==> src/rtl/id_ex_pipe_reg.sv <==
// ---------------------------------------------------------------------------
// id_ex_pipe_reg
// ID/EX pipeline register with valid/ready handshake, flush (branch kill),
// bubble control-gating and a saturating stall-cycle counter.
//
// Build option: define SKID_BUFFER_EN for a 2-entry (main + skid) buffer
// whose in_ready is a flop output, which removes the combinational path
// from out_ready to in_ready. Without it a single entry is held and
// in_ready = !out_valid | out_ready.
//
// Ports:
//   clk, rst          clock (rising edge), asynchronous active-high reset
//   flush             kill held and incoming contents this cycle
//   in_valid/in_ready decode-side handshake
//   in_pc, in_instr, in_rs1, in_rs2, in_imm, in_ctrl   decoded payload
//   out_valid/out_ready execute-side handshake
//   out_pc, out_instr, out_rs1, out_rs2, out_imm       held payload
//   out_ctrl          held control, forced to 0 whenever out_valid=0
//   stall_cnt         saturating count of cycles with out_valid & !out_ready
// ---------------------------------------------------------------------------
module id_ex_pipe_reg #(
  parameter int XLEN   = 32,
  parameter int ILEN   = 32,
  parameter int CTRL_W = 9,
  parameter int CNT_W  = 16
) (
  input  logic              clk,
  input  logic              rst,
  input  logic              flush,
  input  logic              in_valid,
  output logic              in_ready,
  input  logic [XLEN-1:0]   in_pc,
  input  logic [ILEN-1:0]   in_instr,
  input  logic [XLEN-1:0]   in_rs1,
  input  logic [XLEN-1:0]   in_rs2,
  input  logic [XLEN-1:0]   in_imm,
  input  logic [CTRL_W-1:0] in_ctrl,
  output logic              out_valid,
  input  logic              out_ready,
  output logic [XLEN-1:0]   out_pc,
  output logic [ILEN-1:0]   out_instr,
  output logic [XLEN-1:0]   out_rs1,
  output logic [XLEN-1:0]   out_rs2,
  output logic [XLEN-1:0]   out_imm,
  output logic [CTRL_W-1:0] out_ctrl,
  output logic [CNT_W-1:0]  stall_cnt
);

  localparam int PW = 4 * XLEN + ILEN + CTRL_W;

  logic [PW-1:0]     in_payload;
  logic [PW-1:0]     main_reg;
  logic [CTRL_W-1:0] held_ctrl;
  logic              valid_w;
  logic              accept;
  logic [CNT_W-1:0]  stall_cnt_reg;

  assign in_payload = {in_pc, in_instr, in_rs1, in_rs2, in_imm, in_ctrl};

`ifdef SKID_BUFFER_EN

  typedef enum logic [1:0] {EMPTY, BUSY, FULL} state_t;

  state_t        state_reg, state_next;
  logic          in_ready_reg;
  logic [PW-1:0] skid_reg;
  logic          load_main_in, load_main_skid, load_skid_in;

  assign in_ready = in_ready_reg;
  assign valid_w  = (state_reg != EMPTY);
  // Flush wins over accept: an incoming word during flush is discarded.
  assign accept   = in_valid & in_ready_reg & ~flush;

  always_comb begin
    state_next     = state_reg;
    load_main_in   = 1'b0;
    load_main_skid = 1'b0;
    load_skid_in   = 1'b0;
    if (flush) begin
      state_next = EMPTY;
    end else begin
      case (state_reg)
        EMPTY: begin
          if (accept) begin
            state_next   = BUSY;
            load_main_in = 1'b1;
          end
        end
        BUSY: begin
          if (accept && out_ready) begin
            load_main_in = 1'b1;
          end else if (accept) begin
            state_next   = FULL;
            load_skid_in = 1'b1;
          end else if (out_ready) begin
            state_next = EMPTY;
          end
        end
        FULL: begin
          // Older entry in main drains first; skid moves up behind it.
          if (out_ready) begin
            state_next     = BUSY;
            load_main_skid = 1'b1;
          end
        end
        default: state_next = EMPTY;
      endcase
    end
  end

  always_ff @(posedge clk or posedge rst) begin
    if (rst) begin
      state_reg    <= EMPTY;
      in_ready_reg <= 1'b0;
      main_reg     <= '0;
      skid_reg     <= '0;
    end else begin
      state_reg    <= state_next;
      // Registered ready: it depends only on the next state, not on out_ready
      // combinationally.
      in_ready_reg <= (state_next != FULL);
      if (load_main_in) begin
        main_reg <= in_payload;
      end else if (load_main_skid) begin
        main_reg <= skid_reg;
      end
      if (load_skid_in) begin
        skid_reg <= in_payload;
      end
    end
  end

`else

  logic valid_reg;

  assign valid_w  = valid_reg;
  assign in_ready = ~valid_reg | out_ready;
  assign accept   = in_valid & in_ready & ~flush;

  always_ff @(posedge clk or posedge rst) begin
    if (rst) begin
      valid_reg <= 1'b0;
      main_reg  <= '0;
    end else if (flush) begin
      // Payload keeps stale data; out_ctrl is gated by valid.
      valid_reg <= 1'b0;
    end else if (accept) begin
      valid_reg <= 1'b1;
      main_reg  <= in_payload;
    end else if (out_ready) begin
      valid_reg <= 1'b0;
    end
  end

`endif

  // Stall counter: saturates, cleared only by reset.
  always_ff @(posedge clk or posedge rst) begin
    if (rst) begin
      stall_cnt_reg <= '0;
    end else if (valid_w && !out_ready && (stall_cnt_reg != '1)) begin
      stall_cnt_reg <= stall_cnt_reg + CNT_W'(1);
    end
  end

  assign stall_cnt = stall_cnt_reg;
  assign out_valid = valid_w;
  assign {out_pc, out_instr, out_rs1, out_rs2, out_imm, held_ctrl} = main_reg;

  // A bubble must never present live control bits downstream.
  genvar gi;
  generate
    for (gi = 0; gi < CTRL_W; gi++) begin : g_ctrl_gate
      assign out_ctrl[gi] = held_ctrl[gi] & valid_w;
    end
  endgenerate

endmodule

==> config.mk <==
export PLATFORM = sky130hd
export DESIGN_NAME = id_ex_pipe_reg
export DESIGN_NICKNAME = d
export VERILOG_FILES = /design/src/rtl/id_ex_pipe_reg.sv
export SDC_FILE = /design/constraint.sdc
export NUM_CORES = 1
export LEC_CHECK = 0
export BUFFER_PORTS_ARGS = -buffer_cell sky130_fd_sc_hd__buf_2
export CAP_MARGIN = 20
export CORE_MARGIN = 4
export CORE_UTILIZATION = 40
export CTS_BUF_LIST = sky130_fd_sc_hd__clkbuf_4
export DETAILED_ROUTE_END_ITERATION = 8
export GPL_TIMING_DRIVEN = 0
export HOLD_SLACK_MARGIN = 0.02
export PLACE_DENSITY_LB_ADDON = 0.08
export SLEW_MARGIN = 10
export SYNTH_ARGS = -nofsm -noshare
export SYNTH_HDL_FRONTEND = slang
export SYNTH_SLANG_ARGS = --single-unit
==> constraint.sdc <==
create_clock -name clk -period 8.21 [get_ports clk]
set_clock_uncertainty 0.15 [all_clocks]
set_input_delay 0.821 -clock clk [delete_from_list [all_inputs] [get_ports clk]]
set_output_delay 0.821 -clock clk [all_outputs]
set_load 0.005 [all_outputs]
**Word level (Yosys, flattened, before mapping)**

Index checks and enable logic that the tools add are counted.

- Flip-flop bits (word level): 186
- Input port bits: 174
- Output and inout bits: 187
- Logic and storage cells: 27

- Add/sub/neg operators: 1
- Equality and inequality tests: 1
- Mux-type cells: 3
- Bitwise gates (word level): 14
- Reductions and logical operators: 5

Operators with widths:

| cell | number |
|---|---|
| adder 16 x 1 -> 16 bit (second input constant) | 1 |
| != test 16 bit (second input constant) | 1 |
| AND 1 bit | 11 |
| two-way mux 1 bit | 3 |
| nonzero test 3 bit | 1 |
| logical AND 1 bit | 2 |
| inverter 1 bit | 2 |
| AND reduction 2 bit | 1 |
| zero test 1 bit | 1 |
| OR 1 bit | 1 |

**Depth between registers and ports, before layout**

- Depth in word-level cells: 6
- Depth in mapped cells: 6
- Depth with buffers taken out: 5

**Least setup slack after synthesis**

OpenSTA, ideal clock, no wires.

- Path kind: input port to flip-flop
- Start: input port out_ready
- End: register main_reg[100]
- Library setup time: 125 ps
- Data arrival time: 2,006 ps
- Data required time: 7,935 ps
- Setup slack: 5,929 ps
- Stages: 5
- Path buffers: 2
- Cells stage by stage: and2b_4 > nor3b_2 > buf_4 > buf_6 > mux2_2

- Word-level cells in the longest chain between the ends: 4

Ends and longest elaborated chain:

| what | RTL line | source |
|---|---|---|
| from (decl) | 39 | `input logic out_ready,` |
| OR 1 bit | 138 | `assign in_ready = ~valid_reg \| out_ready;` |
| AND 1 bit (2 in series) | 139 | `assign accept = in_valid & in_ready & ~flush;` |
| AND reduction 2 bit (no line) | n/a |  |
| to (signal assigned) | 150 | `main_reg <= in_payload;` |
| to (decl) | 52 | `logic [PW-1:0] main_reg;` |

Every way passes these cells.
A chain may end at the register's enable or synchronous reset.

**Final worst setup path**

- Start: register valid_reg, in the netlist out_valid
- End: register main_reg[117]

- Word-level cells in the longest chain between the ends: 5

Ends and longest elaborated chain:

| what | RTL line | source |
|---|---|---|
| from (decl) | 135 | `logic valid_reg;` |
| from (signal assigned) | 143 | `valid_reg <= 1'b0;` |
| from (signal assigned) | 147 | `valid_reg <= 1'b0;` |
| from (signal assigned) | 149 | `valid_reg <= 1'b1;` |
| inverter 1 bit | 138 |  |
| OR 1 bit | 138 |  |
| AND 1 bit (2 in series) | 139 |  |
| AND reduction 2 bit (no line) | n/a |  |

Every way passes these cells.

==> Implementation_results.wiki <==
{| class="wikitable"
! Metric !! Value
|-
| Via count of the first global-routing pass || 5739
|-
| Clock Tree Root || clkbuf_4
|-
| Count of boundary I/O pins || 361
|-
| Fillcell total || 1902
|-
| Final hold violations || 0
|-
| Remaining routing DRC violations || 0
|-
| Min setup slack post-route || 5690 ps
|-
| Result of the run || completed
|-
| Seq cells post-synth || 186
|-
| Clk sink count || 186
|-
| Type of the tightest min-delay check || in -> async
|-
| Worst Setup Start Kind || register
|-
| Worst-case clock buffer depth || 2
|-
| Largest register FFs || 169
|-
| Actual transition at the worst max-transition pin || 675 ps
|-
| Max-cap violation count || 0
|-
| CTS H-Tree Depth || 4
|-
| Final Cycle Share || 0.307
|-
| Share of final-layout standard cells stronger than drive strength 1 || 0.752
|-
| Latest clock arrival within the worst-skew pair || 530 ps
|-
| Highest Clock Rate || 397 MHz
|-
| Static power due to leakage || 5.57 nW
|-
| Sum of overflow across all layers after global routing || 0
|-
| Post-cts repair resize count || 0
|-
| Fin crit period || 2520 ps
|-
| Number of buffers created by CTS || 17
|-
| Wire per inst || 15.8 um
|-
| Synthesized instance count || 605
|-
| Avg Vias per Cell || 4.37
|-
| DIE HEIGHT || 153 um
|-
| Max rail drop VDD || 0.0860 mV
|-
| Total Wirelength || 20100 um
|-
| Maximum number of pins on one net before global-route repair || 96
|-
| Required time worst endpoint || 8470 ps
|-
| Die area || 0.0235 mm2
|-
| Crit Path Max Fanout || 11
|-
| Clock-pin transition on the worst setup and hold timing paths || 150 ps
|-
| Netlist cell types || 30
|-
| Top library cells by usage in the layout, fill and taps aside || 366 x buf_2, 186 x dfrtp_1, 170 x mux2_2
|-
| Routed via count || 5549
|-
| Class of the most critical setup path || reg -> reg
|-
| Die X-Extent || 153 um
|-
| Part of the Yosys area used for sequential elements || 0.552
|-
| Floorplan row count || 52
|-
| Leading cell type in the layout, fill and taps excluded || buf_2
|-
| Worst slack, placed || 5300 ps
|-
| Area Growth Syn to Fin || 28.5%
|-
| Yosys Warn Count || 0
|-
| Placed cell count || 1236
|-
| Number of DRC violations after detailed-routing iteration 0 || 199
|-
| Global-route wire length before repair || 31500 um
|-
| Number of antenna violations at the first check in global routing || 3
|-
| CP endpoint kind || register
|-
| Total power || 2.22 mW
|-
| HPWL reported at the end of detailed placement || 15800 um
|-
| Final-report setup violation count || 0
|-
| Post-route antenna net violation count || 0
|-
| Hold-fix buffer count after cts || 0
|-
| Final max-slew violation count || 0
|-
| Effective utilization at floorplan || 0.412
|-
| Count of placed standard cells in the final layout, fillers left out || 1269
|-
| Max-slew headroom at the worst pin || 0.548
|-
| Setup repair bufs after CTS || 0
|-
| Syn Nets || 780
|-
| Synthesized cell area || 0.00843 mm2
|-
| RD Place Congestion || 0.767
|-
| Global routing usage summed across all routing layers || 0.172
|-
| Port buffer count || 360
|-
| Pre-Repair DR Iteration Count || 6
|-
| Total core area || 0.0205 mm2
|-
| TritonCTS clock tree || built
|-
| Setup repair after global routing missed its margin || false
|-
| Post-layout nets || 1160
|-
| Final hold slack || 215 ps
|-
| Synthesized area divided by synthesized cell count || 13.9 um2
|-
| Crit path arrival time || 2770 ps
|-
| Cell Pwr Density || 205 mW/mm2
|-
| Worst reg2reg setup slack || 5690 ps
|}
[area by class of cell]
class | instances | area (um2) | area share
multi-input combinational | 237 | 2400 | 0.222
buffer | 179 | 1370 | 0.126
clock inverter | 11 | 72.6 | 0.00670
timing repair buffer | 361 | 1830 | 0.169
sequential | 186 | 4650 | 0.430
antenna | 2 | 5.00 | 0.000462
clock buffer | 20 | 150 | 0.0139
tap | 270 | 338 | 0.0312
inverter | 3 | 18.8 | 0.00173
[power breakdown]
group          internal (mW)  switching [mW]  total [mW]
clock network          0.128           0.307       0.435
registers               1.07          0.0843        1.15
logic                  0.418           0.216       0.634
total                   1.61           0.607        2.22
[worst paths after layout]
check	startpoint	depth (start not counted)	to
max in group asynchronous	rst	3	main_reg[9]
min reg2reg	main_reg[0]	1	main_reg[0]
min in group clk	flush	2	out_valid
min	rst	2	main_reg[35]
max	out_valid	5	main_reg[117]
max reg2reg	out_valid	5	main_reg[117]
[critical path: stages, from the launching register on]
cell and delay [ps]:
dfrtp_1 530, and2b_4 250, nor3b_2 560, buf_4 370, buf_6 190, mux2_2 340
[routing by layer]
metal	GRT usage	routed length (um)	vias to the layer above	share of wire
met4	0.0416	225	4	0.011
met5	0	30	-	0.0015
met3	0.0724	1850	20	0.092
li1	-	-	2656	-
met1	0.195	7590	2659	0.38
met2	0.301	10400	210	0.52
[through the flow]
step	instance area, um2	TNS (ps)	util
6_report	10800	0	0.529
5_1_grt	10800	0	0.529
4_1_cts	10800	0	0.529
3_5_place_dp	10600	0	0.518
3_3_place_gp	10600	-66750	0.516
2_1_floorplan	8430	0	-
[synth_stat cells, drive strengths merged]
| cell type | n | area share |
|---|---|---|
| dfrtp | 186 | 0.55 |
| buf | 179 | 0.16 |
| mux2 | 170 | 0.23 |
| xor2 | 13 | 0.013 |
| and2 | 10 | 0.0074 |
| nor2 | 8 | 0.0039 |
| nand4 | 7 | 0.0070 |
| nor4 | 6 | 0.0077 |
| nand2 | 5 | 0.0022 |
| nor3 | 4 | 0.0024 |
| inv | 3 | 0.0013 |
| and3 | 2 | 0.0015 |
| nand3 | 2 | 0.0012 |
| a211oi | 1 | 0.0015 |
| a21oi | 1 | 0.00059 |
| and2b | 1 | 0.0012 |
| ha | 1 | 0.0015 |
| mux2i | 1 | 0.0012 |
| nand3b | 1 | 0.00089 |
| nor3b | 1 | 0.0015 |
| nor4b | 1 | 0.0010 |
| or2 | 1 | 0.00074 |
| xnor2 | 1 | 0.0010 |
[cells by family after synthesis]
kind of cell / Yosys count / synth area share
compound gates: 2 / 0.00208
xor+xnor: 14 / 0.0145
fa+ha+maj: 1 / 0.00148
buf+inv: 182 / 0.163
flops: 186 / 0.552
mux: 171 / 0.228
simple gates: 49 / 0.0386
Power figures use the tool's default switching activity.
